--- src/rtl/reg_scoreboard_pkg.sv ---
// Shared widths, limits and types for the register scoreboard.
// Optional macro used by the top: REG_SCOREBOARD_WB_BYPASS_EN.
package reg_scoreboard_pkg;

    localparam int REG_ADDR_W      = 5;
    localparam int NUM_REGS        = 32;
    localparam int PEND_W          = 2;
    localparam int OUT_W           = 4;
    localparam int MAX_OUTSTANDING = 8;

    localparam logic [REG_ADDR_W-1:0] ZERO_REG = '0;
    localparam logic [PEND_W-1:0]     MAX_PEND = 2'd3;
    localparam logic [PEND_W-1:0]     PEND_ONE = 2'd1;
    localparam logic [OUT_W-1:0]      OUT_MAX  = OUT_W'(MAX_OUTSTANDING);

    // Bit positions inside the decoder's control word.
    localparam int CTRL_WRITES_BIT  = 0;
    localparam int CTRL_DST_SEL_BIT = 1;

    typedef enum logic {
        DST_RD = 1'b0,
        DST_RT = 1'b1
    } dst_sel_e;

    typedef struct packed {
        logic                  valid;
        logic [REG_ADDR_W-1:0] rs;
        logic [REG_ADDR_W-1:0] rt;
        logic                  uses_rt;
        logic                  writes;
        logic [REG_ADDR_W-1:0] dst;
    } issue_req_t;

    function automatic logic is_real_reg(input logic [REG_ADDR_W-1:0] idx);
        return idx != ZERO_REG;
    endfunction

endpackage

--- src/rtl/reg_pend_counter.sv ---
// Per-register pending-write counter: saturating 2-bit up/down count.
// Simultaneous inc and dec cancel; dec at zero is reported, not applied.
module reg_pend_counter
    import reg_scoreboard_pkg::*;
(
    input  logic              clock,
    input  logic              reset_n,
    input  logic              inc,
    input  logic              dec,
    output logic [PEND_W-1:0] count,
    output logic              nonzero,
    output logic              full,
    output logic              underflow
);

    assign nonzero   = count != '0;
    assign full      = count == MAX_PEND;
    assign underflow = dec && !inc && !nonzero;

    // NOTE: sequential state uses non-blocking assignments so every flop
    // samples the pre-edge value regardless of block ordering.
    always_ff @(posedge clock or negedge reset_n) begin
        if (!reset_n) begin
            count <= '0;
        end else if (inc && !dec && !full) begin
            count <= count + PEND_W'(1);
        end else if (dec && !inc && nonzero) begin
            count <= count - PEND_W'(1);
        end
    end

endmodule

--- src/rtl/reg_scoreboard.sv ---
// Issue-side scoreboard: tracks in-flight register writes and stalls issue on hazards.
// Define REG_SCOREBOARD_WB_BYPASS_EN to clear a source hazard in the retiring cycle.
module reg_scoreboard
    import reg_scoreboard_pkg::*;
(
    input  logic                  clock,
    input  logic                  reset_n,
    input  logic                  issue_valid,
    input  logic [REG_ADDR_W-1:0] issue_rs,
    input  logic [REG_ADDR_W-1:0] issue_rt,
    input  logic                  issue_uses_rt,
    input  logic                  issue_writes,
    input  logic [REG_ADDR_W-1:0] issue_dst,
    output logic                  issue_ready,
    input  logic                  wb_valid,
    input  logic [REG_ADDR_W-1:0] wb_dst,
    output logic [NUM_REGS-1:0]   busy_vec,
    output logic [OUT_W-1:0]      outstanding,
    output logic                  err_underflow
);

    issue_req_t req;
    assign req = '{valid:   issue_valid,
                   rs:      issue_rs,
                   rt:      issue_rt,
                   uses_rt: issue_uses_rt,
                   writes:  issue_writes,
                   dst:     issue_dst};

    logic [PEND_W-1:0]   pend [NUM_REGS];
    logic [NUM_REGS-1:0] nonzero_vec;
    logic [NUM_REGS-1:0] full_vec;
    logic [NUM_REGS-1:0] underflow_vec;

    logic retire;
    logic accept_write;
    logic raw_rs;
    logic raw_rt;
    logic dst_full;
    logic glob_full;
    logic out_inc;
    logic out_dec;

    assign retire = wb_valid && is_real_reg(wb_dst);

    // Register 0 has no counter; its slot is tied off so lookups stay uniform.
    assign pend[0]          = '0;
    assign nonzero_vec[0]   = 1'b0;
    assign full_vec[0]      = 1'b0;
    assign underflow_vec[0] = 1'b0;

    for (genvar i = 1; i < NUM_REGS; i++) begin : g_pend
        reg_pend_counter u_cnt (
            .clock     (clock),
            .reset_n   (reset_n),
            .inc       (accept_write && (req.dst == REG_ADDR_W'(i))),
            .dec       (retire && (wb_dst == REG_ADDR_W'(i))),
            .count     (pend[i]),
            .nonzero   (nonzero_vec[i]),
            .full      (full_vec[i]),
            .underflow (underflow_vec[i])
        );
    end

    // NOTE: every always_comb output gets a default first so no path can
    // leave it unassigned and infer a latch.
    always_comb begin
        raw_rs    = 1'b0;
        raw_rt    = 1'b0;
        dst_full  = 1'b0;
        glob_full = 1'b0;

        raw_rs = is_real_reg(req.rs) && nonzero_vec[req.rs];
        raw_rt = req.uses_rt && is_real_reg(req.rt) && nonzero_vec[req.rt];
`ifdef REG_SCOREBOARD_WB_BYPASS_EN
        // The register file writes on the falling edge, so a last pending
        // write retiring now is visible to this cycle's read.
        if (retire && (wb_dst == req.rs) && (pend[req.rs] == PEND_ONE))
            raw_rs = 1'b0;
        if (retire && (wb_dst == req.rt) && (pend[req.rt] == PEND_ONE))
            raw_rt = 1'b0;
`endif
        dst_full  = req.writes && is_real_reg(req.dst) && full_vec[req.dst];
        glob_full = req.writes && (outstanding == OUT_MAX);
    end

    assign issue_ready  = !(raw_rs || raw_rt || dst_full || glob_full);
    assign accept_write = req.valid && issue_ready && req.writes && is_real_reg(req.dst);

    // A retire only removes a write if one is pending, or if the same register
    // is being accepted this cycle (the pair cancels inside the counter).
    assign out_inc = accept_write;
    assign out_dec = retire && ((pend[wb_dst] != '0) ||
                                (accept_write && (req.dst == wb_dst)));

    always_ff @(posedge clock or negedge reset_n) begin
        if (!reset_n) begin
            outstanding   <= '0;
            err_underflow <= 1'b0;
        end else begin
            if (out_inc && !out_dec)
                outstanding <= outstanding + OUT_W'(1);
            else if (out_dec && !out_inc)
                outstanding <= outstanding - OUT_W'(1);
            if (|underflow_vec)
                err_underflow <= 1'b1;
        end
    end

    assign busy_vec = nonzero_vec;

endmodule

--- config.mk ---
export PLATFORM = sky130hd
export DESIGN_NAME = reg_scoreboard
export DESIGN_NICKNAME = d
export VERILOG_FILES = /design/src/rtl/reg_scoreboard_pkg.sv /design/src/rtl/reg_pend_counter.sv /design/src/rtl/reg_scoreboard.sv
export SDC_FILE = /design/constraint.sdc
export NUM_CORES = 1
export LEC_CHECK = 0
export CAP_MARGIN = 20
export CORE_MARGIN = 2
export CORE_UTILIZATION = 57
export DETAILED_ROUTE_END_ITERATION = 7
export PLACE_DENSITY = 0.76
export SYNTH_ARGS = -nofsm -noshare
export SYNTH_HDL_FRONTEND = slang
export SYNTH_SLANG_ARGS = --single-unit
--- constraint.sdc ---
create_clock -name clock -period 4.8 [get_ports clock]
set_clock_uncertainty 0.2 [all_clocks]
set_input_delay 1.2 -clock clock [delete_from_list [all_inputs] [get_ports clock]]
set_output_delay 1.2 -clock clock [all_outputs]
set_load 0.01 [all_outputs]
==> flow_summary.toml, run 1 <==
[logic_synthesis]
async_flop_share = 1.00
yosys_warnings = 0
synth-seq-cells = 67
netlist.top_cell.by_area = "dfrtp_1"
seq_area_frac_synth = 0.281
synthTopCellsByArea = "dfrtp_1 (28%), nor2_1 (6.1%), mux4_2 (5.7%)"
avgSynthCellArea_um2 = 7.59
synth_cell_types = 80
yosysTopAreaCellShare = 0.281
syn_area_mm2 = 0.00597
yosys_most_used_dff = "dfrtp_1"
synth_edf_count = 0
syn_nets = 817
synthCells = 787

[floorplanning]
dieArea_mm2 = 0.0113
fp.dieH_um = 106
fp.dieW_um = 106
initial_utilization = 0.584
row_count = 37
io_pins = 64
coreArea_mm2 = 0.0102

[critical_path]
worstPathRequired_ps = 4840
crit_chain = "clkdlybuf4s50_1 > buf_6 > mux4_2 > a221oi_2 > buf_4 > a2111oi_4 > buf_4 > nand2_4 > nor2_4 > o311a_1 > and4_1 > o211ai_1 > ha_2 > inv_2 > ha_1 > a21o_1 > a21oi_2 > xnor2_1 > nor2_1 > xor2_1"
cp-end-kind = "register"
critPathMaxFanout = 8
critical_path.max_stage_delay_ps = 510
cpMostUsedCell = "buf_4"
slowest_stage = "mux4_2"
path_class = "in2reg"
arrival_ps = 4800
start_kind = "input pin"

[clock_network]
cts_tree = "built"
clk-insertion-delay-late_ps = 360
cts.clk_slew.worst_paths_ps = 70
hold_buffers = 0
cts-buffers-inserted = 9
root_buffer = "clkbuf_8"
cts_max_level = 3
cts.path.max_buffers = 2
clock_sink_count = 67

[timing]
slew_headroom = 0.471
tightest_slew_ps = 793
fin_crit_sh = 0.991
finalMaxSlewViolations = 0
timing.hold.ws_ps = 306
fin_crit_ps = 4760
finalSetupViolCount = 0
fin_setup_tns_ps = 0
hold_viol_final = 0
rsz0062_at_grt = "true"
fmax_mhz = 210

[placed_design]
gp_congestion = 1.09
port_buffers = 62
hpwl_um = 18600
dpl.cell_count = 1040

[grt]
grt_usage = 0.428
grt_max_degree = 38
grt_antenna_before_repair = 0
met1_usage = 0.559
met3_usage = 0.115
grt.overflow.total = 0
grt_busiest_layer = "met2"
grt_pass1_vias = 6912
gr-usage-met2 = 0.658
grt_pass1_wl_um = 36700

[hold_path]
hold_path.class = "reg2reg"

[route]
totalWireLength_um = 23800
firstDrtPassIters = 7
ant_nets = 0
wire_per_inst_um = 22.5
drt_iter0_markers = 909
vias = 7019
vias_per_cell = 6.63
drc = 0

[final_layout]
fin_cells = 1059
layout-drive-gt1-share = 0.224
nets = 949
area_growth_pct = 28.4
antenna_cells = 0

[status]
status = "complete, no violations"

[power]
leakage_nw = 3.26
design_power_total_mw = 2.19
vdd_drop_max_uv = 233
power_density_mw_per_mm2 = 286

[run]
max_cap_violations = 0
-- synthesized netlist by cell type (all sizes together) (14+ instances only) --
library cell    n
nand3          28
mux4           15
inv            66
nand2          74
nor3           33
o21a           14
o21ai          71
clkbuf         26
dfrtp          67
a21oi          51
buf            39
nor2          101
-- where the power goes --
group / internal, mW / switching (mW) / total [mW]
Clock: 0.249 / 0.234 / 0.483
Sequential: 0.663 / 0.151 / 0.814
Combinational: 0.419 / 0.475 / 0.893
-- layer usage --
layer	vias to the layer above	wire length (um)
met2	552	10500
met4	0	1320
li1	3074	-
met3	129	3160
met1	3264	8860
met5	-	0
-- worst paths after layout --
check / depth (start not counted) / from / slack, ps / to
max: 20 / issue_rt[0] / 40 / outstanding[3]
min: 1 / outstanding[3] / 310 / outstanding[3]
max reg2reg: 20 / g_pend[31].u_cnt.count[0] / 530 / outstanding[3]
min reg2reg: 1 / outstanding[3] / 310 / outstanding[3]
max in group asynchronous: 2 / reset_n / 2700 / g_pend[15].u_cnt.count[0]
min in group asynchronous: 1 / reset_n / 700 / g_pend[20].u_cnt.count[0]
-- critical path: cells and delay by family --
kind / cells / cell delay, ps
AND/OR/NAND/NOR: 4 / 360
buffers and inverters: 5 / 1020
adder cells (fa/ha/maj): 2 / 490
AO/OA/AOI/OAI: 6 / 910
XOR/XNOR: 2 / 290
multiplexers: 1 / 510
-- layout make-up --
type / instances / area [um2]
clock inverters: 5 / 53.8
multi-input cells: 589 / 3790
clock buffers: 10 / 138
fillers: 792 / 2560
repair buffers: 186 / 1590
flip-flops and latches: 67 / 1680
well taps: 136 / 170
inverters: 66 / 248
-- state kept, by name, summed over array words and instances (netlist names) --
| register | count |
|---|---|
| outstanding | 4 |
| g_pend.u_cnt.count | 62 |
| err_underflow | 1 |
-- what timing repair did --
item / CTS / global route
resized for setup: 19 / 20
endpoints found under the setup margin: 3 / 4
buffers inserted: 0 / 4
pin swaps: 3 / 10
-- stage by stage --
| step | area (um2) | utilization | setup slack [ps] |
|---|---|---|---|
| 6_report | 7670 | 0.750 | 44.0 |
| 5_1_grt | 7670 | 0.750 | -60.4 |
| 4_1_cts | 7570 | 0.740 | 9.02 |
| 3_5_place_dp | 7350 | 0.718 | -510 |
| 3_3_place_gp | 7350 | 0.718 | -471 |
| 2_1_floorplan | 6010 | - | 12.9 |
-- cell families after synthesis --
group | share of synthesized area
compound gates | 0.255
xor+xnor | 0.0132
fa+ha+maj | 0.00964
buf+inv | 0.105
flops | 0.281
mux | 0.0635
other cells | 0.000628
simple gates | 0.273
-- cell usage in the layout, fill, tap and decap left out, types with 6 or more instances in the layout --
cell type / count
clkbuf_8: 10
nor3_1: 31
mux4_2: 15
nor2b_1: 10
a21oi_1: 49
nor2_1: 95
o211ai_1: 6
nand2b_1: 9
o31a_1: 7
o21ai_0: 60
nand2_1: 71
nand3b_1: 11
dfrtp_1: 67
o21ai_1: 11
nor4_1: 6
a31oi_1: 11
inv_2: 7
buf_4: 118
nand3_1: 26
a211oi_1: 11
inv_1: 59
nand4_1: 7
o21a_1: 14
clkdlybuf4s50_1: 54
(Power assumes the default switching activity.)
==> run 2, diff against run 1 <==
CORE_UTILIZATION = 40   (was 57)
PLACE_DENSITY = 0.56   (was 0.76)
==> flow_summary.toml, run 2 (synthesis results as in run 1) <==
[final_layout]
fin_area_mm2 = 0.00789
multi_input_area_mm2 = 0.00379
fillers = 1431
largest_reg_flops = 62
layout_common_cells = "buf_4 (127), nor2_1 (96), nand2_1 (70)"
reg_top3 = "g_pend.u_cnt.count x62, outstanding x4, err_underflow x1"
fin_cells = 1118
layout-drive-gt1-share = 0.234
antenna_cells = 0
final_util = 0.541
nets = 959
seq_area_mm2 = 0.00168
final_common_cell = "buf_4"
area_growth_pct = 32.1
largest_register = "g_pend.u_cnt.count"

[critical_path]
worst-r2r-setup-slack_ps = 550
r2r_start = "g_pend[31].u_cnt.count[0]"
slowest_stage = "clkdlybuf4s50_1"
cp.depth = 8
critPathBufInv = 2
worstPathRequired_ps = 3400
critical_path.max_stage_delay_ps = 440
r2r_end = "outstanding[3]"
path_class = "in2out"
reg2reg_depth = 19
arrival_ps = 3260
critPathMaxFanout = 2
start_kind = "input pin"
endpoint = "issue_ready"
cp_top_family = "compound AO/OA/AOI/OAI gates"
worstSetupStartpoint = "issue_writes"
crit_chain = "clkdlybuf4s50_1 > and4b_1 > a211o_1 > a2bb2oi_2 > a2111oi_4 > nand2_4 > nor2_4 > clkdlybuf4s15_1"
cp-end-kind = "primary output"

[timing]
finalSetupViolCount = 0
tightest_slew_ps = 866
fin_crit_ps = 4660
fin_crit_sh = 0.972
hold_viol_final = 0
fin_setup_tns_ps = 0
timing.hold.ws_ps = 307
slew_headroom = 0.423
finalMaxSlewViolations = 0
fmax_mhz = 214

[clock_network]
root_buffer = "clkbuf_16"
clk-insertion-delay-late_ps = 350
clock_sink_count = 67
hold_buffers = 0
cts_max_level = 3
cts_tree = "built"
cts.clk_slew.worst_paths_ps = 60
cts.path.max_buffers = 2
cts-buffers-inserted = 9

[status]
status = "complete, no violations"

[grt]
grt.overflow.total = 0
grt_pass1_vias = 6465
grt_pass1_wl_um = 37900
grt_max_degree = 36
grt_usage = 0.315
grt_antenna_before_repair = 0

[floorplanning]
io_pins = 64
coreArea_mm2 = 0.0146
fp.dieH_um = 126
fp.dieW_um = 126
row_count = 44
initial_utilization = 0.409
dieArea_mm2 = 0.0159

[placed_design]
port_buffers = 62
dpl.cell_count = 1098
place_area_mm2 = 0.00748
gp_congestion = 1.01
hpwl_um = 20000

[power]
power_density_mw_per_mm2 = 298
vdd_drop_max_uv = 222
leakage_nw = 3.34

[route]
wire_per_inst_um = 22.6
drt_iter0_markers = 782
ant_nets = 0
vias_per_cell = 6.09
firstDrtPassIters = 8
vias = 6806
totalWireLength_um = 25300
drc = 0

[hold_path]
holdPathStages = 1
hold_path.class = "reg2reg"

[run]
max_cap_violations = 0
[run 2: what timing repair did]
item                                    4_1_cts  5_1_grt
buffers inserted                              1        2
endpoints found under the setup margin        5        5
pin swaps                                     1       11
gates cloned                                  0        1
resized for setup                            14       30
[run 2: worst min path at each step]
stage	start	to	slack [ps]
floorplan	g_pend[21].u_cnt.count[0]	g_pend[21].u_cnt.count[0]	270
global placement	outstanding[3]	outstanding[3]	280
detailed placement	outstanding[3]	outstanding[3]	290
CTS	outstanding[3]	outstanding[3]	300
global route	g_pend[25].u_cnt.count[0]	g_pend[25].u_cnt.count[0]	350
finish	outstanding[3]	outstanding[3]	310
[run 2: final cells by class]
type | instances | share of cell area
multi-input cells | 589 | 0.480
well taps | 184 | 0.0292
repair buffers | 196 | 0.212
flip-flops and latches | 67 | 0.213
clock inverters | 7 | 0.00571
inverters | 66 | 0.0314
clock buffers | 9 | 0.0285
[run 2: worst register-to-register path, cell delays in order (launching register included)]
cell,delay (ps)
dfrtp_1,420
nor2_2,270
inv_2,100
mux4_2,450
a211o_1,310
a2bb2oi_2,150
a2111oi_4,380
nand2_4,100
nor2_4,130
o311a_1,210
and4_1,170
o211ai_1,110
ha_2,220
inv_2,50
ha_1,210
a21o_1,190
a21oi_2,150
xnor2_1,130
nor2_1,60
xor2_1,130
[run 2: where the power goes]
| part | switching (mW) | internal, mW |
|---|---|---|
| combinational | 0.473 | 0.432 |
| sequential | 0.147 | 0.664 |
| clock | 0.284 | 0.347 |
| total | 0.905 | 1.44 |
[run 2: through the flow]
stage	setup slack (ps)	power, mW
after floorplan	12.9	1.29
after global placement	-515	1.66
after detailed placement	-528	1.69
after CTS	1.69	2.32
after global routing	-28.5	2.46
final	136	2.35
[run 2: routing by layer]
layer  wire length (um)  vias up  GRT usage  share of wire
met2              11200      376      0.481           0.44
met3               2340       52     0.0493          0.093
li1                   -     3108          -              -
met1              11000     3270      0.454           0.44
met5                  0        -          0              0
met4                688        0      0.111          0.027
